--- src/rtl/cmp_pkg.sv ---
// rtl/cmp_pkg.sv - shared types and helpers for the digit-serial comparator
package cmp_pkg;

  typedef enum logic [1:0] {
    IDLE = 2'd0,
    RUN  = 2'd1,
    DONE = 2'd2
  } cmpState_t;

  localparam logic CMP_UNSIGNED = 1'b0;
  localparam logic CMP_SIGNED   = 1'b1;

  // Digit index width; a single-digit compare still needs a 1-bit counter.
  function automatic int idxWidth(input int n);
    return (n <= 1) ? 1 : $clog2(n);
  endfunction

endpackage

--- src/rtl/addsub_digit.sv ---
// rtl/addsub_digit.sv - DIGIT-bit ripple slice computing a_d + ~b_d + cin
module addsub_digit #(
  parameter int DIGIT = 4
) (
  input  logic [DIGIT-1:0] a_d,
  input  logic [DIGIT-1:0] b_d,
  input  logic             cin,
  output logic [DIGIT-1:0] sum,
  output logic             cout,
  output logic             c_msb
);

  logic [DIGIT:0] carryChain;

  assign carryChain[0] = cin;

  for (genvar i = 0; i < DIGIT; i++) begin : gBit
    full_adder uFa (
      .a    (a_d[i]),
      .b    (~b_d[i]),
      .cin  (carryChain[i]),
      .sum  (sum[i]),
      .cout (carryChain[i+1])
    );
  end

  assign cout  = carryChain[DIGIT];
  // Carry into the slice MSB; only meaningful on the top digit for overflow.
  assign c_msb = carryChain[DIGIT-1];

endmodule

--- src/rtl/full_adder.sv ---
// rtl/full_adder.sv - single-bit full adder cell
module full_adder (
  input  logic a,
  input  logic b,
  input  logic cin,
  output logic sum,
  output logic cout
);

  assign sum  = a ^ b ^ cin;
  assign cout = (a & b) | (cin & (a ^ b));

endmodule

--- src/rtl/seq_comparator.sv ---
// rtl/seq_comparator.sv - digit-serial signed/unsigned magnitude comparator
module seq_comparator
  import cmp_pkg::*;
#(
  parameter int WIDTH = 16,
  parameter int DIGIT = 4
) (
  input  logic             clk,
  input  logic             rst_n,
  input  logic             start,
  input  logic             is_signed,
  input  logic [WIDTH-1:0] a,
  input  logic [WIDTH-1:0] b,
  output logic             busy,
  output logic             done,
  output logic             a_eq_b,
  output logic             a_gt_b,
  output logic             a_lt_b,
  output logic [WIDTH-1:0] diff,
  output logic             ovf
);

  localparam int NDIG = WIDTH / DIGIT;
  localparam int IW   = idxWidth(NDIG);
  localparam logic [IW-1:0] LAST_IDX = IW'(NDIG - 1);

  cmpState_t        state, stateNext;
  logic [WIDTH-1:0] aSh, bSh, diffSh, diffNext;
  logic [IW-1:0]    idx;
  logic             carry, zeroAcc, modeSigned;
  logic [DIGIT-1:0] sumD;
  logic             coutD, cMsbD;
  logic             accept, lastDigit;
  logic             eqFin, ovfFin, ltFin, gtFin;

  assign accept    = start && ((state == IDLE) || (state == DONE));
  assign lastDigit = (state == RUN) && (idx == LAST_IDX);

  addsub_digit #(.DIGIT(DIGIT)) uSlice (
    .a_d   (aSh[DIGIT-1:0]),
    .b_d   (bSh[DIGIT-1:0]),
    .cin   (carry),
    .sum   (sumD),
    .cout  (coutD),
    .c_msb (cMsbD)
  );

  if (NDIG == 1) begin : gOneDigit
    assign diffNext = sumD;
  end else begin : gManyDigit
    assign diffNext = {sumD, diffSh[WIDTH-1:DIGIT]};
  end

  // Final-digit view of the result, registered only on the last RUN edge.
  assign eqFin  = zeroAcc & (sumD == '0);
  assign ovfFin = cMsbD ^ coutD;
  assign ltFin  = (modeSigned == CMP_SIGNED) ? (diffNext[WIDTH-1] ^ ovfFin) : ~coutD;
  assign gtFin  = ~ltFin & ~eqFin;

  always_ff @(posedge clk) begin
    if (!rst_n) state <= IDLE;
    else        state <= stateNext;
  end

  always_comb begin
    stateNext = state;
    case (state)
      IDLE:    if (start) stateNext = RUN;
      RUN:     if (lastDigit) stateNext = DONE;
      DONE:    stateNext = start ? RUN : IDLE;
      default: stateNext = IDLE;
    endcase
  end

  always_ff @(posedge clk) begin
    if (!rst_n) begin
      aSh        <= '0;
      bSh        <= '0;
      diffSh     <= '0;
      idx        <= '0;
      carry      <= 1'b0;
      zeroAcc    <= 1'b0;
      modeSigned <= 1'b0;
      busy       <= 1'b0;
      done       <= 1'b0;
      a_eq_b     <= 1'b0;
      a_gt_b     <= 1'b0;
      a_lt_b     <= 1'b0;
      diff       <= '0;
      ovf        <= 1'b0;
    end else begin
      done <= 1'b0;
      if (accept) begin
        aSh        <= a;
        bSh        <= b;
        modeSigned <= is_signed;
        carry      <= 1'b1;
        idx        <= '0;
        zeroAcc    <= 1'b1;
        busy       <= 1'b1;
        a_eq_b     <= 1'b0;
        a_gt_b     <= 1'b0;
        a_lt_b     <= 1'b0;
      end else if (state == RUN) begin
        aSh     <= aSh >> DIGIT;
        bSh     <= bSh >> DIGIT;
        diffSh  <= diffNext;
        carry   <= coutD;
        zeroAcc <= eqFin;
        idx     <= idx + IW'(1);
        if (lastDigit) begin
          diff   <= diffNext;
          ovf    <= ovfFin;
          a_eq_b <= eqFin;
          a_gt_b <= gtFin;
          a_lt_b <= ltFin;
          busy   <= 1'b0;
          done   <= 1'b1;
        end
      end
    end
  end

endmodule

--- config.mk ---
export PLATFORM = sky130hd
export DESIGN_NAME = seq_comparator
export DESIGN_NICKNAME = d
export VERILOG_FILES = /design/src/rtl/cmp_pkg.sv /design/src/rtl/addsub_digit.sv /design/src/rtl/full_adder.sv /design/src/rtl/seq_comparator.sv
export SDC_FILE = /design/constraint.sdc
export NUM_CORES = 1
export LEC_CHECK = 0
export ABC_AREA = 1
export CAP_MARGIN = 20
export CORE_MARGIN = 3
export CORE_UTILIZATION = 51
export DETAILED_ROUTE_END_ITERATION = 8
export HOLD_SLACK_MARGIN = 0.1
export PLACE_DENSITY_LB_ADDON = 0.2
export SETUP_SLACK_MARGIN = 0.1
export SYNTH_ARGS = -nofsm -noshare
export SYNTH_HDL_FRONTEND = slang
export SYNTH_SLANG_ARGS = --single-unit
export TNS_END_PERCENT = 100
--- constraint.sdc ---
create_clock -name clk -period 3.5 [get_ports clk]
set_clock_uncertainty 0.1 [all_clocks]
set_input_delay 0.7 -clock clk [delete_from_list [all_inputs] [get_ports clk]]
set_output_delay 0.7 -clock clk [all_outputs]
set_load 0.005 [all_outputs]
==> key figures <==
Die
  – Site row count: 27
  – IO Count: 58
  – Die H: around 80 µm
  – Die W: 82.4 µm
  – Area of the die: ~0.0068 mm²
  – Initial Util: 0.535
  – Core area: between 0.005 and 0.006 mm²

Detailed routing
  – DRC violations left: 0
  – WL final: between 6000 and 7000 µm
  – First DRT Iteration DRCs: roughly 120
  – Detailed Routing Iterations Pass 1: 4
  – DR WL/cell: about 12 µm
  – Vias per cell: ~5
  – Total vias in the final route: about 2700
  – Final ANT Viol Nets: 0

Synthesis
  – Area share of the largest cell type after synthesis: 0.490
  – Yosys warning total: 0
  – Area contributors post-synth: dfxtp_1 49%, nand2_1 16%, a21oi_1 8.7%
  – Register bit count reported by yosys: 73
  – Area leader, netlist: dfxtp_1
  – Synth cell count leaders: 128 x nand2_1, 73 x dfxtp_1, 52 x a21oi_1, 40 x inv_1, 35 x nor2_1
  – Yosys cell types: 18
  – Mapped Cells: a little over 400
  – Register area share after synthesis: 0.490
  – Avg Inst Size Synth: approximately 7.3 µm²
  – Ys async rst share: 0
  – Syn Nets: 451
  – Number of synthesized flops with an enable pin: 0
  – Top FF cell, synth: dfxtp_1
  – Most frequent cell after synthesis: nand2_1
  – Post-Syn Area: roughly 0.003 mm²

Power and ir drop
  – Max IR drop VDD: 0.300 mV
  – Pwr per Cell Area: about 500 mW/mm²
  – Leakage: around 1.6 nW

Global routing
  – Number of global-route vias before repair: roughly 2500
  – Total gr overflow: 0
  – Largest net degree at the start of global routing: 33
  – Initial antenna violation count: 0
  – Total track usage: 0.207
  – First-pass GRT wire length: roughly 11000 µm

Placement
  – DP Wirelength: roughly 4300 µm
  – Area of placed instances: 0.00359 mm²
  – GPL Wtd Cong: between 0.8 and 0.9
  – IO buf count: 57
  – Pre-CTS setup slack: 0.737 ns

Timing
  – Peak Freq: between 300 and 400 MHz
  – Tmin final: between 2 and 3 ns
  – Final worst slack: between 0.7 and 0.8 ns
  – RSZ-0062 raised after global routing: false
  – Slew @ Worst Pin: ~0.96 ns
  – Slew headroom: 0.360
  – Final setup TNS: 0 ns
  – Fin. max-slew vios: 0
  – Final Cycle Share: 0.788
  – Final Setup Violations: 0
  – Hold Vio Cnt, Final: 0

Clock tree
  – Root Buffer: clkbuf_8
  – CTS Buffer Depth: 2
  – CTS tree: built
  – Cts hold-fix bufs: 0
  – H-tree depth: 3
  – Sink Count: 73
  – CTS Buf Count: 9
  – Post-CTS Setup Repair Bufs: 0
  – Worst-Skew Late Latency: approximately 0.33 ns
  – Clk slew on worst S/H paths: ~0.07 ns
  – CTS resizes: 0

Critical path
  – Slowest Stage Delay on Critical Path: 0.57 ns
  – CP cell instances: inv_1 -> fa_1 -> inv_1 -> fa_1 -> inv_1 -> fa_1 -> fa_1 -> nand2_1 -> nor2_1 -> nand2_1 -> nand2_1 -> a21oi_1
  – Startpoint types: register
  – Crit path capture type: register
  – Most numerous cell on the critical path: fa_1
  – Crit-path max FO: 3
  – Worst Setup Path Type: reg -> reg
  – Largest delay share family, worst path: adder cells
  – Worst Path Buf+Inv: 3
  – Worst path slowest cell: fa_1
  – Worst EP required: 3.62 ns
  – Arrival @ worst endpoint: ~2.9 ns

Run status
  – Status: complete, no violations

Layout
  – Share of cells above drive strength 1: 0.0600
  – Design area: about 0.0038 mm²
  – Fillers: between 400 and 500
  – Area Growth Syn to Fin: 28.3%
  – Nets: just over 500
  – Ant. Diodes: 0

Flow run
  – Max-cap violations: 0

Min path
  – Worst hold path type: reg -> reg
[path summary, 6_finish.rpt]
kind | from | to | slack (ns) | cells past startpoint
min | diff[1] | diff[1] | 0.36 | 2
min reg2reg | diff[1] | diff[1] | 0.36 | 2
max reg2reg | carry | a_gt_b | 0.74 | 12
max | carry | a_gt_b | 0.74 | 12
[area by class of cell]
| cell class | instances | area (µm²) | share of cell area |
|---|---|---|---|
| Tap cell | 72 | 90.1 | 0.0236 |
| Clock inverter | 5 | 77.6 | 0.0203 |
| Clock buffer | 11 | 151 | 0.0396 |
| Sequential cell | 73 | 1460 | 0.382 |
| Multi-Input combinational cell | 272 | 1260 | 0.330 |
| Timing Repair Buffer | 64 | 623 | 0.163 |
| Inverter | 42 | 158 | 0.0412 |
[per-stage QoR]
stage / hold slack (ns) / power [mW] / cells / utilization
finish: 0.364 / 1.91 / 539 / 0.686
global route: 0.379 / 2.01 / 539 / 0.686
CTS: 0.365 / 1.93 / 539 / 0.686
detailed placement: 0.353 / 1.19 / 523 / 0.645
global placement: 0.347 / 1.18 / 523 / 0.645
floorplan: 0.335 / 1.10 / 409 / -
[state kept, by name, indices dropped and copies added, names as in the netlist, 2 cells and up]
signal  cells
bSh        16
state       2
diffSh     12
aSh        16
idx         2
diff       16
[power by group]
part / total [mW] / switching [mW] / internal (mW) / leakage, nW
logic: 0.263 / 0.152 / 0.111 / 0.876
clock network: 0.739 / 0.301 / 0.438 / 0.115
registers: 0.907 / 0.0260 / 0.881 / 0.598
total: 1.91 / 0.479 / 1.43 / 1.59
[layer usage]
layer / share of wire / track usage / vias up
met5: 0 / 0 / -
met4: 0.013 / 0.0914 / 0
met3: 0.046 / 0.0369 / 7
met2: 0.51 / 0.374 / 61
met1: 0.43 / 0.237 / 1216
li1: - / - / 1381
[tightest hold or removal path, cell delays in order (launching register included)]
cell,delay [ns]
dfxtp_1,0.31
nand2_1,0.06
a21oi_1,0.05
[logic make-up after synthesis]
| kind of cell | synth area share |
|---|---|
| AND/OR/NAND/NOR | 0.232 |
| adder cells (fa/ha/maj) | 0.0378 |
| buffers and inverters | 0.0873 |
| AO/OA/AOI/OAI | 0.147 |
| XOR/XNOR | 0.00588 |
| flip-flops | 0.490 |
[layout by cell type (no fill, tap or decap), drive strengths merged]
master         Yosys  routed
a211oi             3       3
nor2              36      36
nand3             12      12
bufinv             0       2
o21ai             31      31
buf               12       7
clkinvlp           0       1
a21oi             52      52
inv               41      41
ha                 1       1
fa                 5       5
clkinv             1       3
xor2               2       2
clkbuf            10      11
dfxtp             73      73
clkdlybuf4s50      0      57
nand2            130     130
Power figures use the tool's default switching activity.
